<file path="src/rtl/instr_encoder.sv">
// Packs instruction fields into 32-bit words and writes them to sequential
// instruction-memory addresses within a start/stop load session.
//
// state | meaning
// IDLE  | no session; start arms a new one at BASE_ADDR
// RUN   | accepting field bundles and issuing writes
// DRAIN | stop seen with a word held; finish that write, then leave
// FULL  | last address written; only start reopens a session
`ifndef INSTR_LEN
`define INSTR_LEN 32
`endif

module instr_encoder #(
  parameter int ADDR_W    = 8,
  parameter int BASE_ADDR = 0
) (
  input  logic                  clk,
  input  logic                  rst_n,
  input  logic                  start,
  input  logic                  stop,
  input  logic                  in_valid,
  output logic                  in_ready,
  input  logic [2:0]            fmt,
  input  logic [10:0]           opcode,
  input  logic [4:0]            rm,
  input  logic [4:0]            rn,
  input  logic [4:0]            rd,
  input  logic [5:0]            shamt,
  input  logic [25:0]           imm,
  input  logic                  mem_stall,
  output logic                  wr_en,
  output logic [ADDR_W-1:0]     wr_addr,
  output logic [`INSTR_LEN-1:0] wr_data,
  output logic                  err,
  output logic                  full,
  output logic [ADDR_W:0]       count
);

  typedef enum logic [1:0] {IDLE, RUN, DRAIN, FULL} state_t;

  localparam logic [ADDR_W-1:0] LAST_ADDR = {ADDR_W{1'b1}};
  localparam logic [ADDR_W-1:0] BASE      = ADDR_W'(BASE_ADDR);
  localparam logic [ADDR_W-1:0] ADDR_ONE  = ADDR_W'(1);
  localparam logic [ADDR_W:0]   CNT_ONE   = (ADDR_W+1)'(1);

  state_t                  state;
  logic [ADDR_W-1:0]       next_addr;
  logic [`INSTR_LEN-1:0]   enc;
  logic                    legal;
  logic                    xfer;
  logic                    done;
  logic                    held_after;

  always_comb begin
    enc   = '0;
    legal = 1'b1;
    case (fmt)
      3'd0:    enc = {opcode, rm, shamt, rn, rd};
      3'd1:    enc = {opcode[10:1], imm[11:0], rn, rd};
      3'd2:    enc = {opcode, imm[8:0], imm[10:9], rn, rd};
      3'd3:    enc = {opcode[10:5], imm};
      3'd4:    enc = {opcode[10:3], imm[18:0], rd};
      3'd5:    enc = {opcode[10:2], imm[17:16], imm[15:0], rd};
      default: legal = 1'b0;
    endcase
  end

  // A word held for the last address blocks intake so the address never wraps.
  assign in_ready   = (state == RUN) &&
                      !(wr_en && (mem_stall || wr_addr == LAST_ADDR));
  assign xfer       = in_valid && in_ready;
  assign done       = wr_en && !mem_stall;
  assign held_after = (xfer && legal) || (wr_en && mem_stall);

  always_ff @(posedge clk or negedge rst_n) begin
    if (!rst_n) begin
      state     <= IDLE;
      next_addr <= BASE;
      wr_en     <= 1'b0;
      wr_addr   <= '0;
      wr_data   <= '0;
      err       <= 1'b0;
      full      <= 1'b0;
      count     <= '0;
    end else begin
      err <= xfer && !legal;

      if (xfer && legal) begin
        wr_en   <= 1'b1;
        wr_addr <= next_addr;
        wr_data <= enc;
        if (next_addr != LAST_ADDR)
          next_addr <= next_addr + ADDR_ONE;
      end else if (done) begin
        wr_en <= 1'b0;
      end

      if (done)
        count <= count + CNT_ONE;

      case (state)
        IDLE, FULL: begin
          if (start) begin
            state     <= RUN;
            next_addr <= BASE;
            count     <= '0;
            full      <= 1'b0;
          end
        end
        RUN: begin
          if (done && wr_addr == LAST_ADDR) begin
            state <= FULL;
            full  <= 1'b1;
          end else if (stop) begin
            state <= held_after ? DRAIN : IDLE;
          end
        end
        DRAIN: begin
          if (done) begin
            if (wr_addr == LAST_ADDR) begin
              state <= FULL;
              full  <= 1'b1;
            end else begin
              state <= IDLE;
            end
          end
        end
        default: state <= IDLE;
      endcase
    end
  end

endmodule

</file>
<file path="config.mk">
export PLATFORM = sky130hd
export DESIGN_NAME = instr_encoder
export DESIGN_NICKNAME = d
export VERILOG_FILES = /design/src/rtl/instr_encoder.sv
export SDC_FILE = /design/constraint.sdc
export NUM_CORES = 1
export LEC_CHECK = 0
export CORE_MARGIN = 5
export CORE_UTILIZATION = 40
export DETAILED_ROUTE_END_ITERATION = 12
export PLACE_DENSITY = 0.79
export SYNTH_ARGS = -nofsm -noshare
export SYNTH_HDL_FRONTEND = slang
export SYNTH_SLANG_ARGS = --single-unit
</file>
<file path="constraint.sdc">
create_clock -name clk -period 5.49 [get_ports clk]
set_clock_uncertainty 0.1 [all_clocks]
set_input_delay 0.8235 -clock clk [delete_from_list [all_inputs] [get_ports clk]]
set_output_delay 0.8235 -clock clk [all_outputs]
set_load 0.01 [all_outputs]
</file>
==> summary.txt, run 1 <==
Placed design
  – Half-perimeter wire length after placement: 7150 um
  – Cell count after placement: 522
  – Placement Setup Slack: 2020 ps
  – Gpl congestion: 0.814
  – Port Buffers: 119

Floorplanning
  – Starting Density: 41.0%
  – Die W: 102 um
  – DIE AREA: 10300 um2
  – Top Ports: 120
  – Cell Rows: 33
  – Core Footprint: 8180 um2
  – Die height: 102 um

Setup path
  – Critical path endpoint category: primary output
  – Kind of critical path: input port to primary output
  – Slowest stage cell, crit path: clkdlybuf4s50_1
  – RR Startpoint: state[1]$_DFFE_PN0P_
  – Reg2Reg Depth: 6
  – Critical Path AT: 2520 ps
  – Worst path buffer plus inverter count: 2
  – CP dominant cell by count: clkdlybuf4s50_1
  – Critical path peak fanout: 4
  – CP delay by family, top: buffers and inverters
  – Critical path's largest stage delay: 610 ps
  – Critical Path RT: 4570 ps
  – Startpoint Class: input port
  – Crit-path cells: clkdlybuf4s50_1 > o21bai_2 > a21boi_0 > clkdlybuf4s50_1
  – RR Endpoint: wr_data[29]$_DFFE_PN0N_
  – Flop2flop setup slack: 3190 ps

Layout
  – Fillers: 693
  – Layout Cells excl Fill: 538
  – Nets@finish: 499
  – Layout cells sized above 1: 12.9%
  – Layout area overhead: 43.8%
  – Post-layout util: 59.0%
  – Most common cell after layout, fill and taps aside: clkdlybuf4s50_1
  – Antenna cells: 0
  – Most frequent cells in the layout: clkdlybuf4s50_1, dfrtp_1, a21oi_1

Global routing
  – Grt ovf: 0
  – Pin count of the biggest net entering global routing: 63
  – Antenna violations before repair: 0
  – First-pass GRT wire length: 15300 um
  – Vias in the first global route: 2927
  – Tot GR Track Use: 19.0%

Timing
  – Rel. slew slack: 45.2%
  – Final worst slack: 2050 ps
  – Slew @ Worst Pin: 820 ps
  – Hold Vio Cnt, Final: 0
  – Min Tclk post-route: 3440 ps
  – Unrepaired setup endpoints after global routing: no
  – Crit share post-route: 62.7%
  – Final setup fails: 0
  – Setup TNS: 0 ps
  – Max Slew Vio Count: 0
  – Peak Freq: 290 MHz

Yosys
  – Sequential fraction of the synthesis area: 46.3%
  – FFs w/ async S/R, synth: 100%
  – Count of warnings emitted by yosys: 0
  – Adder-Cell Fraction of Synth Area: 1.49%
  – #FFs+latches synth: 62
  – Syn Area/Cell: 10.6 um2
  – Most used flip-flop cell after synthesis: dfrtp_1
  – Compound-cell area share of the yosys netlist: 17.2%
  – Synth Net Count: 387
  – Post-synth EDFFs: 0
  – Distinct cells, synth: 45
  – Mapped cell area: 3350 um2
  – Area contributors post-synth: dfrtp_1, mux4_2, a21oi_1
  – Post-Synth Simple-Gate Area: 13.2%
  – Most area-hungry cell type in the Yosys netlist: dfrtp_1
  – Post-Syn Instances: 316
  – Mux contribution to synthesized area: 15.7%
  – Synth top area share: 46.3%
  – Post-Synth XOR/XNOR Area: 1.57%
  – Main combinational cell family by area after synthesis: compound AO/OA/AOI/OAI gates

Hold path
  – Hold Startpoint: wr_data[5]$_DFFE_PN0N_
  – WHS Endpoint: wr_data[5]$_DFFE_PN0N_
  – Hold Path Class: flip-flop to flip-flop
  – Hold path depth: 1

Power
  – LEAKAGE: 1.98 nW
  – Worst IR Drop VDD: 0.000214 V
  – Total power: 2.00 mW
  – Power Dens Cells: 415 nW/um2

Clocking
  – Post-cts sizing count: 0
  – Clk buf depth: 2
  – Total clock sinks: 62
  – Post-CTS Hold Buffers: 0
  – CTS H-tree depth: 3
  – Clock latency on the worst-skew pair: 330 ps
  – Clock Tree Root: clkbuf_8
  – Total CTS buffers: 9
  – TritonCTS clock tree: done
  – Post-CTS setup buffers: 0
  – Clk slew on worst S/H paths: 70 ps

Route
  – Routed wire length: 9750 um
  – Vias/cell: 5.54
  – DR vias: 2978
  – Pre-antenna DRT Iters: 5
  – Number of remaining DRC errors: 0
  – Violation count after the first detailed-routing iteration: 77
  – Wirelength per Cell: 18.1 um
  – Final ANT Viol Nets: 0

Job
  – Maxcap violations: 0

Status
  – Status: finished clean
[cell families after synthesis]
logic type      count (synthesis)
fa+ha+maj                       4
compound gates                 89
simple gates                   88
xor+xnor                        6
flops                          62
mux                            37
buf+inv                        30
[report_power, final]
group,total [mW],leakage (nW),internal [mW],switching [mW]
clock,0.464,0.113,0.271,0.193
sequential,0.714,0.773,0.610,0.104
combinational,0.823,1.09,0.460,0.363
total,2.00,1.98,1.34,0.659
[Yosys cell counts (2+ instances only)]
master	number
mux4_2	11
nand2_1	16
inv_1	7
a21oi_1	38
clkbuf_1	6
buf_6	2
mux2_2	16
a21o_1	4
dfrtp_1	62
buf_2	12
mux2i_1	10
o21ai_0	7
a22oi_1	17
a31oi_1	2
xor2_1	4
o21a_1	7
nand4_1	6
nor2b_1	7
xnor2_1	2
nor3_1	2
ha_1	4
or3_1	3
and2_1	2
nand3_1	5
buf_4	2
nand2b_1	4
nor2_1	33
o221ai_1	7
and3_1	2
[layout make-up]
class / count / area, um2 / share of cell area (%)
Multi-Input combinational cell: 224 / 1660 / 34.4
Sequential cell: 62 / 1550 / 32.2
Timing Repair Buffer: 124 / 1220 / 25.4
Clock buffer: 10 / 138 / 2.85
Tap cell: 105 / 131 / 2.72
Clock inverter: 6 / 93.8 / 1.95
Inverter: 7 / 26.3 / 0.545
[state kept, by name, indices dropped and copies added (netlist names)]
name / flops
full: 1
state: 2
wr_addr: 8
err: 1
count: 9
wr_en: 1
wr_data: 32
next_addr: 8
[per-layer routing]
layer / GRT usage (%) / share of wire, % / vias to the layer above
met4: 6.44 / 1.3 / 0
li1: - / - / 1380
met5: 0 / 0 / -
met3: 4.96 / 11 / 10
met2: 31.5 / 48 / 140
met1: 24.0 / 39 / 1448
[stage by stage]
stage / area (um2) / hold slack [ps]
after floorplan: 3350 / 406
after global placement: 4590 / 372
after detailed placement: 4590 / 385
after CTS: 4820 / 401
after global routing: 4820 / 415
final: 4820 / 400
[worst max-delay path by stage]
stage,start,to,slack [ps],depth (start not counted)
4_1_cts,mem_stall,in_ready,2030,4
6_report,mem_stall,in_ready,2050,4
3_3_place_gp,mem_stall,in_ready,2030,4
3_5_place_dp,fmt[2],wr_data[30]$_DFFE_PN0N_,2020,6
5_1_grt,mem_stall,in_ready,2000,4
2_1_floorplan,mem_stall,in_ready,3170,2
Power figures use the tool's default switching activity.
==> inputs of run 2 (changes only) <==
- PLACE_DENSITY: 0.79 -> 0.82
- clock period: 5.49 -> 2.8 ns (I/O delays scaled with it)
==> run 2 against run 1 <==
  * Hold slack worse by 360 ps
  * Sequential share of layout area fell by 0.17 points
  * Worst setup slack worse by 1800 ps
  * Combinational power rose by 98%
  * Total power up 90%
  * Critical path depth stayed put
  * Sequential power rose by 97%
  * Routed wire length fell by 3.1%
  * Via count grew 0.91%
  * Largest cell class unchanged
==> summary.txt, run 2 (synthesized netlist as in run 1, its figures left out) <==
Setup path
  – Crit-path cells: clkdlybuf4s50_1 > o21bai_2 > a21boi_0 > clkdlybuf4s50_1
  – Critical Path AT: 1980 ps (-540 ps)
  – CP dominant cell by count: clkdlybuf4s50_1
  – RR Startpoint: state[1]$_DFFE_PN0P_
  – Flop2flop setup slack: 840 ps (-2350 ps)
  – Startpoint Class: input port
  – Slowest stage cell, crit path: clkdlybuf4s50_1
  – Critical path peak fanout: 4 (unchanged)
  – RR Endpoint: wr_addr[6]$_DFFE_PN0N_
  – Worst setup endpoint: in_ready
  – Worst path buffer plus inverter count: 2 (unchanged)
  – Reg2Reg Depth: 6 (unchanged)
  – Critical path endpoint category: primary output
  – Kind of critical path: input port to primary output
  – Critical Path RT: 2280 ps (-2290 ps)
  – Critical path's largest stage delay: 580 ps (-30 ps)
  – Launch point of the worst path: mem_stall
  – Stages on the worst setup path: 4 (unchanged)
  – CP delay by family, top: buffers and inverters

Clocking
  – Post-CTS Hold Buffers: 0 (unchanged)
  – Clock latency on the worst-skew pair: 320 ps (about the same)
  – Clock Tree Root: clkbuf_8
  – Clk buf depth: 2 (unchanged)
  – Total CTS buffers: 9 (unchanged)
  – Post-CTS setup buffers: 0 (unchanged)
  – Clk slew on worst S/H paths: 80 ps (about the same)
  – TritonCTS clock tree: done
  – CTS H-tree depth: 3 (unchanged)
  – Post-cts sizing count: 0 (unchanged)
  – Total clock sinks: 62 (unchanged)

Floorplanning
  – Core Footprint: 8180 um2 (unchanged)
  – Top Ports: 120 (unchanged)
  – Die height: 102 um (unchanged)
  – Die W: 102 um (unchanged)
  – DIE AREA: 10300 um2 (unchanged)
  – Starting Density: 41.0% (unchanged)
  – Cell Rows: 33 (unchanged)

Placed design
  – Placement Setup Slack: 269 ps (-1750 ps)
  – Cell count after placement: 526 (+0.77%)
  – Cell area after placement: 4660 um2 (+1.5%)
  – Port Buffers: 119 (unchanged)
  – Half-perimeter wire length after placement: 7050 um (-1.5%)
  – Gpl congestion: 0.912 (+12%)

Layout
  – Most common cell after layout, fill and taps aside: clkdlybuf4s50_1
  – Nets@finish: 503 (+0.80%)
  – Antenna cells: 0 (unchanged)
  – Biggest registers after layout: wr_data: 32 flops, count: 9 flops
  – Fillers: 698 (+0.72%)
  – Post-layout instance area: 4850 um2 (+0.54%)
  – Largest Register: wr_data
  – Post-layout util: 59.3% (+0.32 points)
  – Layout cells sized above 1: 13.5% (+0.57 points)
  – Max reg flops: 32 (unchanged)
  – Most frequent cells in the layout: clkdlybuf4s50_1, dfrtp_1, a21oi_1
  – Layout area overhead: 44.6%
  – Layout Cells excl Fill: 542 (+0.74%)

Timing
  – Max Slew Vio Count: 0 (unchanged)
  – Hold Vio Cnt, Final: 0 (unchanged)
  – Crit share post-route: 89.4%
  – Hold WS: 41.5 ps (-359 ps)
  – Peak Freq: 400 MHz
  – Setup TNS: 0 ps (unchanged)
  – Final setup fails: 0 (unchanged)
  – Min Tclk post-route: 2500 ps
  – Rel. slew slack: 53.4% (+8.2 points)
  – Final worst slack: 297 ps (-1750 ps)
  – Slew @ Worst Pin: 699 ps (-121 ps)
  – Unrepaired setup endpoints after global routing: no

Route
  – Vias/cell: 5.54 (+0.16%)
  – Routed wire length: 9450 um (-3.1%)
  – Met3 WL: 917 um (-16%)
  – Pre-antenna DRT Iters: 5 (unchanged)
  – Top layer in use: met4
  – WL met1: 3870 um (+1.2%)
  – WL met2: 4530 um (-3.7%)
  – Number of remaining DRC errors: 0 (unchanged)
  – Violation count after the first detailed-routing iteration: 101 (+31%)
  – Final ANT Viol Nets: 0 (unchanged)
  – DR vias: 3005 (+0.91%)
  – Wirelength per Cell: 17.4 um (-3.8%)

Power
  – Power Dens Cells: 784 nW/um2 (+89%)
  – LEAKAGE: 1.99 nW (+0.36%)
  – Total power: 3.80 mW (+90%)
  – Worst IR Drop VDD: 0.000426 V (+99%)

Status
  – Status: finished clean

Global routing
  – Antenna violations before repair: 0 (unchanged)
  – First-pass GRT wire length: 15300 um (about the same)
  – Pin count of the biggest net entering global routing: 54 (-14%)
  – Tot GR Track Use: 18.6% (-0.33 points)
  – Grt ovf: 0 (unchanged)
  – Vias in the first global route: 3042 (+3.9%)

Hold path
  – Hold Path Class: input port to async pin

Job
  – Maxcap violations: 0 (unchanged)
## run 2: changes by cell type in the layout (fill, tap and decap cells not counted), sizes merged
cell,before,now
clkinvlp,1,3
bufinv,2,1
inv,8,7
buf,6,10
## run 2: area by class of cell
type / count / area (um2) / area share [%]
Clock inverter: 6 / 62.6 / 1.29
Inverter: 7 / 26.3 / 0.542
Timing Repair Buffer: 128 / 1290 / 26.6
Sequential cell: 62 / 1550 / 32.0
Multi-Input combinational cell: 224 / 1660 / 34.2
Clock buffer: 10 / 128 / 2.63
Tap cell: 105 / 131 / 2.71
## run 2: worst min-delay path by stage
stage / to / slack (ps) / cells after the start
after detailed placement: wr_data[23]$_DFFE_PN0N_ / 380 / 1
after floorplan: count[0]$_DFF_PN0_ / 20 / 0
after global routing: wr_data[11]$_DFFE_PN0N_ / 60 / 1
after global placement: wr_data[9]$_DFFE_PN0N_ / 380 / 1
final: wr_data[1]$_DFFE_PN0N_ / 40 / 1
after CTS: wr_data[4]$_DFFE_PN0N_ / 30 / 1
## run 2: routing by layer
metal	vias up	GRT usage [%]
met5	-	0
met4	0	4.70
met3	10	5.92
met2	142	30.5
met1	1472	24.1
li1	1381	-
## run 2: worst reg2reg max path, delay by kind of cell (launching register included)
kind	cells	cell delay, ps
and+or+nand+nor	1	190
buffers and inverters	2	330
DFF	1	400
adders and majority gates	1	270
AOI/OAI and AO/OA	1	190
muxes	1	370
## run 2: power breakdown
part	internal (mW)	switching [mW]	total, mW
sequential	1.20	0.212	1.41
combinational	0.918	0.710	1.63
clock	0.408	0.355	0.763
total	2.52	1.28	3.80
